===== config.mk =====
export PLATFORM = sky130hd
export DESIGN_NAME = wb_queue_flat
export DESIGN_NICKNAME = d
export VERILOG_FILES = /design/src/rtl/wb_queue_if.sv /design/src/rtl/wb_queue.sv /design/src/flat_wrapper.sv
export SDC_FILE = /design/constraint.sdc
export NUM_CORES = 1
export LEC_CHECK = 0
export ABC_AREA = 1
export CELL_PAD_IN_SITES_DETAIL_PLACEMENT = 0
export CELL_PAD_IN_SITES_GLOBAL_PLACEMENT = 1
export CORE_AREA = 2 2 223 203
export CTS_BUF_LIST = sky130_fd_sc_hd__clkbuf_8
export CTS_CLUSTER_DIAMETER = 40
export DETAILED_ROUTE_END_ITERATION = 10
export DIE_AREA = 0 0 225 205
export HOLD_SLACK_MARGIN = 0.02
export PLACE_DENSITY_LB_ADDON = 0.12
export SLEW_MARGIN = 10
export SYNTH_ARGS = -nofsm -noshare
export SYNTH_HDL_FRONTEND = slang
export SYNTH_SLANG_ARGS = --single-unit

===== constraint.sdc =====
create_clock -name clk -period 6.85 [get_ports clk]
set_input_delay 1.37 -clock clk [delete_from_list [all_inputs] [get_ports clk]]
set_output_delay 1.37 -clock clk [all_outputs]
set_load 0.03 [all_outputs]

===== src/rtl/wb_queue_if.sv =====
// Writeback queue bus interface.
// Bundles the producer valid/ready handshake and the register-file write port.
//   in_valid/in_ready/in_wa/in_wd : producer -> queue enqueue handshake
//   wr_stall                      : write port unavailable this cycle
//   we3/wa3/wd3                   : queue -> register file write port
// Modports: slave (queue side), master (producer / register file side).
interface wb_queue_if #(
  parameter int unsigned AW = 5,
  parameter int unsigned DW = 32
);
  logic          in_valid;
  logic          in_ready;
  logic [AW-1:0] in_wa;
  logic [DW-1:0] in_wd;
  logic          wr_stall;
  logic          we3;
  logic [AW-1:0] wa3;
  logic [DW-1:0] wd3;

  modport slave (
    input  in_valid, in_wa, in_wd, wr_stall,
    output in_ready, we3, wa3, wd3
  );

  modport master (
    output in_valid, in_wa, in_wd, wr_stall,
    input  in_ready, we3, wa3, wd3
  );
endinterface


===== src/rtl/wb_queue.sv =====
// Writeback queue feeding the register file's single synchronous write port.
// Buffers result writes in order, drains one per cycle unless stalled, and offers
// two forwarding lookups over queued (not yet written) entries.
// Ports:
//   clk, reset_n      : clock, asynchronous active-low reset
//   flush             : synchronous clear of all queued entries (highest priority)
//   wb (slave)        : enqueue handshake + we3/wa3/wd3 write port + wr_stall
//   ra1/ra2           : forwarding lookup addresses
//   fwd*_hit/fwd*_data: youngest queued match (data 0 on miss)
//   count/empty/full  : occupancy
// Optional feature macro: WBQ_COALESCE_EN -- a write to the youngest entry's
// address overwrites that entry's data in place instead of allocating.
module wb_queue #(
  parameter int unsigned DEPTH = 4,
  parameter int unsigned AW    = 5,
  parameter int unsigned DW    = 32,
  localparam int unsigned PW   = $clog2(DEPTH),
  localparam int unsigned CW   = PW + 1
) (
  input  logic          clk,
  input  logic          reset_n,
  input  logic          flush,
  wb_queue_if.slave     wb,
  input  logic [AW-1:0] ra1,
  input  logic [AW-1:0] ra2,
  output logic          fwd1_hit,
  output logic [DW-1:0] fwd1_data,
  output logic          fwd2_hit,
  output logic [DW-1:0] fwd2_data,
  output logic [CW-1:0] count,
  output logic          empty,
  output logic          full
);

  logic [AW-1:0] wa_q  [DEPTH];
  logic [DW-1:0] wd_q  [DEPTH];
  logic          vld_q [DEPTH];
  logic [PW-1:0] head_q, tail_q;
  logic [CW-1:0] count_q, count_d;

  logic          pop;
  logic          push_fire;
  logic          alloc;
  logic          coalesce;
  logic [PW-1:0] fidx;

  assign count = count_q;
  assign empty = (count_q == '0);
  assign full  = (count_q == CW'(DEPTH));

  // Write port: head entry is presented continuously; zeroed when empty.
  assign pop    = !empty && !wb.wr_stall;
  assign wb.we3 = pop;
  assign wb.wa3 = empty ? '0 : wa_q[head_q];
  assign wb.wd3 = empty ? '0 : wd_q[head_q];

`ifdef WBQ_COALESCE_EN
  logic [PW-1:0] yidx;
  logic          y_match;
  assign yidx    = tail_q - PW'(1);
  assign y_match = !empty && (wa_q[yidx] == wb.in_wa);
  assign wb.in_ready = !full || (wb.in_valid && y_match);
  // A youngest entry that is also the head and popping now cannot be updated.
  assign coalesce = push_fire && (wb.in_wa != '0) && y_match &&
                    !((count_q == CW'(1)) && pop);
`else
  assign wb.in_ready = !full;
  assign coalesce    = 1'b0;
`endif

  assign push_fire = wb.in_valid && wb.in_ready;
  // Register 0 writes complete the handshake but are dropped.
  assign alloc     = push_fire && (wb.in_wa != '0) && !coalesce;
  assign count_d   = count_q + CW'(alloc) - CW'(pop);

  // Walk oldest to youngest so the last match (youngest) wins.
  always_comb begin
    fwd1_hit  = 1'b0;
    fwd1_data = '0;
    fwd2_hit  = 1'b0;
    fwd2_data = '0;
    fidx      = '0;
    for (int unsigned i = 0; i < DEPTH; i++) begin
      fidx = head_q + PW'(i);
      if (vld_q[fidx] && (ra1 != '0) && (wa_q[fidx] == ra1)) begin
        fwd1_hit  = 1'b1;
        fwd1_data = wd_q[fidx];
      end
      if (vld_q[fidx] && (ra2 != '0) && (wa_q[fidx] == ra2)) begin
        fwd2_hit  = 1'b1;
        fwd2_data = wd_q[fidx];
      end
    end
  end

  always_ff @(posedge clk or negedge reset_n) begin
    if (!reset_n) begin
      head_q  <= '0;
      tail_q  <= '0;
      count_q <= '0;
      for (int unsigned i = 0; i < DEPTH; i++) begin
        vld_q[i] <= 1'b0;
        wa_q[i]  <= '0;
        wd_q[i]  <= '0;
      end
    end else if (flush) begin
      head_q  <= '0;
      tail_q  <= '0;
      count_q <= '0;
      for (int unsigned i = 0; i < DEPTH; i++) begin
        vld_q[i] <= 1'b0;
      end
    end else begin
      if (alloc) begin
        wa_q[tail_q]  <= wb.in_wa;
        wd_q[tail_q]  <= wb.in_wd;
        vld_q[tail_q] <= 1'b1;
        tail_q        <= tail_q + PW'(1);
      end
`ifdef WBQ_COALESCE_EN
      if (coalesce) begin
        wd_q[yidx] <= wb.in_wd;
      end
`endif
      if (pop) begin
        vld_q[head_q] <= 1'b0;
        head_q        <= head_q + PW'(1);
      end
      count_q <= count_d;
    end
  end

endmodule

===== src/flat_wrapper.sv =====
// flat-port wrapper written by rule: the top's interface ports become plain ports
module wb_queue_flat 
#(
  parameter int unsigned DEPTH = 4,
  parameter int unsigned AW    = 5,
  parameter int unsigned DW    = 32,
  localparam int unsigned PW   = $clog2(DEPTH),
  localparam int unsigned CW   = PW + 1
)
  (clk, reset_n, flush, ra1, ra2, fwd1_hit, fwd1_data, fwd2_hit, fwd2_data, count, empty, full, wb_in_valid, wb_in_wa, wb_in_wd, wb_wr_stall, wb_in_ready, wb_we3, wb_wa3, wb_wd3);
  wb_queue_if #(.AW(AW), .DW(DW)) wb_i ();
  input  logic clk;
  input  logic reset_n;
  input  logic flush;
  input  logic [AW-1:0] ra1;
  input  logic [AW-1:0] ra2;
  output logic fwd1_hit;
  output logic [DW-1:0] fwd1_data;
  output logic fwd2_hit;
  output logic [DW-1:0] fwd2_data;
  output logic [CW-1:0] count;
  output logic empty;
  output logic full;
  input wire logic [$bits(wb_i.in_valid)-1:0] wb_in_valid;
  input wire logic [$bits(wb_i.in_wa)-1:0] wb_in_wa;
  input wire logic [$bits(wb_i.in_wd)-1:0] wb_in_wd;
  input wire logic [$bits(wb_i.wr_stall)-1:0] wb_wr_stall;
  output wire logic [$bits(wb_i.in_ready)-1:0] wb_in_ready;
  output wire logic [$bits(wb_i.we3)-1:0] wb_we3;
  output wire logic [$bits(wb_i.wa3)-1:0] wb_wa3;
  output wire logic [$bits(wb_i.wd3)-1:0] wb_wd3;
  assign wb_i.in_valid = wb_in_valid;
  assign wb_i.in_wa = wb_in_wa;
  assign wb_i.in_wd = wb_in_wd;
  assign wb_i.wr_stall = wb_wr_stall;
  assign wb_in_ready = wb_i.in_ready;
  assign wb_we3 = wb_i.we3;
  assign wb_wa3 = wb_i.wa3;
  assign wb_wd3 = wb_i.wd3;
  wb_queue #(.DEPTH(DEPTH), .AW(AW), .DW(DW)) u_core (.clk(clk), .reset_n(reset_n), .flush(flush), .wb(wb_i), .ra1(ra1), .ra2(ra2), .fwd1_hit(fwd1_hit), .fwd1_data(fwd1_data), .fwd2_hit(fwd2_hit), .fwd2_data(fwd2_data), .count(count), .empty(empty), .full(full));
endmodule

==> flow_metrics.py, run 1 <==
metrics = {
    "clock_network": {
        "cts_made_buffers": 17,
        "cts_tree": "built",
        "clk_latency_ns": 0.48,
        "htreeDepth": 4,
        "clkSinkCount": 159,
        "cts_setup_buffers": 0,
        "cts_buffer_depth": 2,
        "root_buffer": "clkbuf_8",
        "cts_resized": 0,
        "holdBufCountCts": 0,
        "clk_pin_slew_ns": 0.09,
    },
    "drt": {
        "vias": 13900,
        "drtIter0Drc": 1077,
        "first_pass_iters": 5,
        "wirelength_um": 51800,
        "via_per_inst": 5.14,
        "drc_errors": 0,
        "ant_nets": 0,
        "wire_per_inst_um": 19.2,
    },
    "yosys": {
        "avgSynthCellArea_sq_um": 6.32,
        "synth_warnings": 0,
        "synthesis.area_sq_mm": 0.0130,
        "synthFlopType": "dfrtp_1",
        "syn_inst": 2065,
        "syn-num-nets": 2128,
        "synth_seq_area_share": 0.305,
        "synth-seq-cells": 159,
        "async_reset_ff_frac": 1.00,
        "synth_area_leaders": "dfrtp_1, nand2_1, o21ai_0",
        "synth_top_area_frac": 0.305,
        "synth_edf_count": 0,
        "synth_most_common_cell": "nand2_1",
        "synth_common_cells": "nand2_1, o21ai_0, nand3_1",
        "yosys.area.top_type": "dfrtp_1",
        "ys_types": 37,
    },
    "grt": {
        "grt_overflow": 0,
        "antenna_found_initial": 0,
        "first_global_vias": 13300,
        "grt_max_degree": 163,
        "grt_pass1_wl_um": 79700,
        "grt_use_total": 0.226,
    },
    "final_layout": {
        "final_cells": 2694,
        "final_nets": 2183,
        "synthToLayoutAreaGrowth_pct": 17.9,
        "diodes": 0,
        "drive_gt1_frac": 0.0704,
        "finalCoreUtilization": 0.352,
    },
    "power_and_ir_drop": {
        "peakVddDrop_mv": 0.301,
        "p_per_area_mw_per_mm2": 445,
        "leakage_nw": 7.39,
    },
    "timing": {
        "setup-tns-final_ns": 0,
        "finalCritPeriodShare": 0.858,
        "rsz0062_at_grt": "false",
        "skew_ns": 0.0191,
        "finalHoldViolations": 0,
        "timing.slew.headroom": 0.233,
        "fmax_mhz": 170,
        "drv_slew": 0,
        "setup_viol": 0,
        "worst_pin_slew_ns": 1.15,
        "layout_min_cycle_time_ns": 5.88,
    },
    "critical_path": {
        "crit_fanout": 37,
        "critPathLaunchType": "flip-flop",
        "crit_required_ns": 5.48,
        "critical-path-max-stage-delay_ns": 0.69,
        "crit_type": "flip-flop to primary output",
        "cp-end-kind": "primary output",
        "r2r_cells": 10,
        "slowest_stage": "clkdlybuf4s50_1",
        "worstPathArrival_ns": 4.51,
        "cp_cell_sequence": "inv_8 -> ha_4 -> inv_2 -> nand3_2 -> a21oi_1 -> nor2_4 -> nand3_2 -> buf_4 -> nand3_1 -> nand3_1 -> nand2_1 -> nand2_1 -> clkdlybuf4s50_1",
    },
    "job": {
        "drv_cap": 0,
    },
    "placement": {
        "dp_hpwl_um": 33100,
        "io_buffers": 161,
        "place_inst": 2663,
        "gp_congestion": 0.853,
    },
    "worst_hold_path": {
        "min_path_cells": 2,
        "hold_class": "flip-flop to flip-flop",
    },
    "run_status": {
        "status": "finished, final reports clean",
    },
    "floorplan": {
        "die-height_um": 205,
        "core.rowCount": 73,
        "die_w_um": 225,
        "coreArea_sq_mm": 0.0438,
        "ios": 162,
        "start_util": 0.298,
        "dieArea_sq_mm": 0.0461,
    },
}
## per-layer routing
| metal | track usage | wire length, um | vias to the layer above | share of wire |
|---|---|---|---|---|
| li1 | - | - | 6854 | - |
| met1 | 0.325 | 25800 | 6572 | 0.50 |
| met2 | 0.359 | 22800 | 395 | 0.44 |
| met3 | 0.0323 | 2580 | 30 | 0.050 |
| met4 | 0.0447 | 642 | 0 | 0.012 |
| met5 | 0 | 0 | - | 0 |
## sequential cells by signal, indices dropped and copies added, names as in the netlist
register and count:
u_core.wd_q 128, u_core.head_q 2, u_core.vld_q 4, u_core.count 3, u_core.tail_q 2, u_core.wa_q 20
## path summary, 6_finish.rpt
kind	start	end	slack, ns
min in group asynchronous	reset_n	u_core.wd_q[99]	0.85
max in group asynchronous	reset_n	u_core.wd_q[11]	4.77
hold reg to reg	u_core.wd_q[8]	u_core.wd_q[8]	0.50
hold / removal	u_core.wd_q[8]	u_core.wd_q[8]	0.50
setup reg to reg	u_core.count[1]	u_core.count[2]	3.27
setup / recovery	u_core.head_q[0]	fwd2_data[28]	0.97
## worst max-delay path: cells and delay by family, from the launching register on
family,cells,cell delay [ns]
buffers and inverters,4,1.87
AND/OR/NAND/NOR,7,0.95
flip-flops,1,0.53
adder cells (fa/ha/maj),1,0.36
AO/OA/AOI/OAI,1,0.28
## cell usage in the layout, fill, tap and decap left out, types with 29 or more instances in the layout
cell type	instances
buf_4	31
or2_2	29
nand2_1	693
clkdlybuf4s50_1	146
nor2_1	154
mux2i_1	65
o21ai_0	289
dfrtp_1	157
nand4_1	67
nand3_1	185
inv_1	129
a21oi_1	39
## where the power goes
| part | total [mW] | internal, mW | switching [mW] |
|---|---|---|---|
| logic | 4.44 | 1.36 | 3.08 |
| registers | 1.60 | 1.31 | 0.294 |
| clock network | 0.812 | 0.418 | 0.394 |
| total | 6.85 | 3.08 | 3.77 |
## final cells by class
type	instances	area (sq um)
Timing Repair Buffer	187	1890
Tap cell	562	703
Multi-Input combinational cell	1621	7860
Inverter	134	513
Fill cell	4740	28400
Sequential cell	159	3980
Clock buffer	19	262
Clock inverter	12	184
## cells by family (layout without fill, tap and decap cells)
group                      after synthesis  in the layout  share of synthesized area
and+or+nand+nor                       1175           1175                      0.389
AOI/OAI and AO/OA                      366            366                      0.143
buffers and inverters                  285            352                     0.0985
DFF                                    159            159                      0.305
muxes                                   65             65                     0.0499
adders and majority gates               11             11                     0.0111
xor gates and xnor gates                 4              4                    0.00268
## per-stage QoR
stage	instance area, sq um	hold WS (ns)	worst slack, ns	power (mW)
final	15400	0.496	0.974	6.85
after global routing	15400	0.533	0.721	7.43
after CTS	15400	0.497	0.955	6.87
after detailed placement	14900	0.475	1.03	6.03
after global placement	14900	0.470	1.03	6.01
after floorplan	13000	0.453	2.26	4.52
No activity file was read; power rests on OpenSTA's default activity.
==> run 2: changes to the inputs <==
SKIP_CTS_REPAIR_TIMING = 1   (was not set)
==> results of run 2 <==
The final DEF is identical to that of run 1; final timing and power are the same.
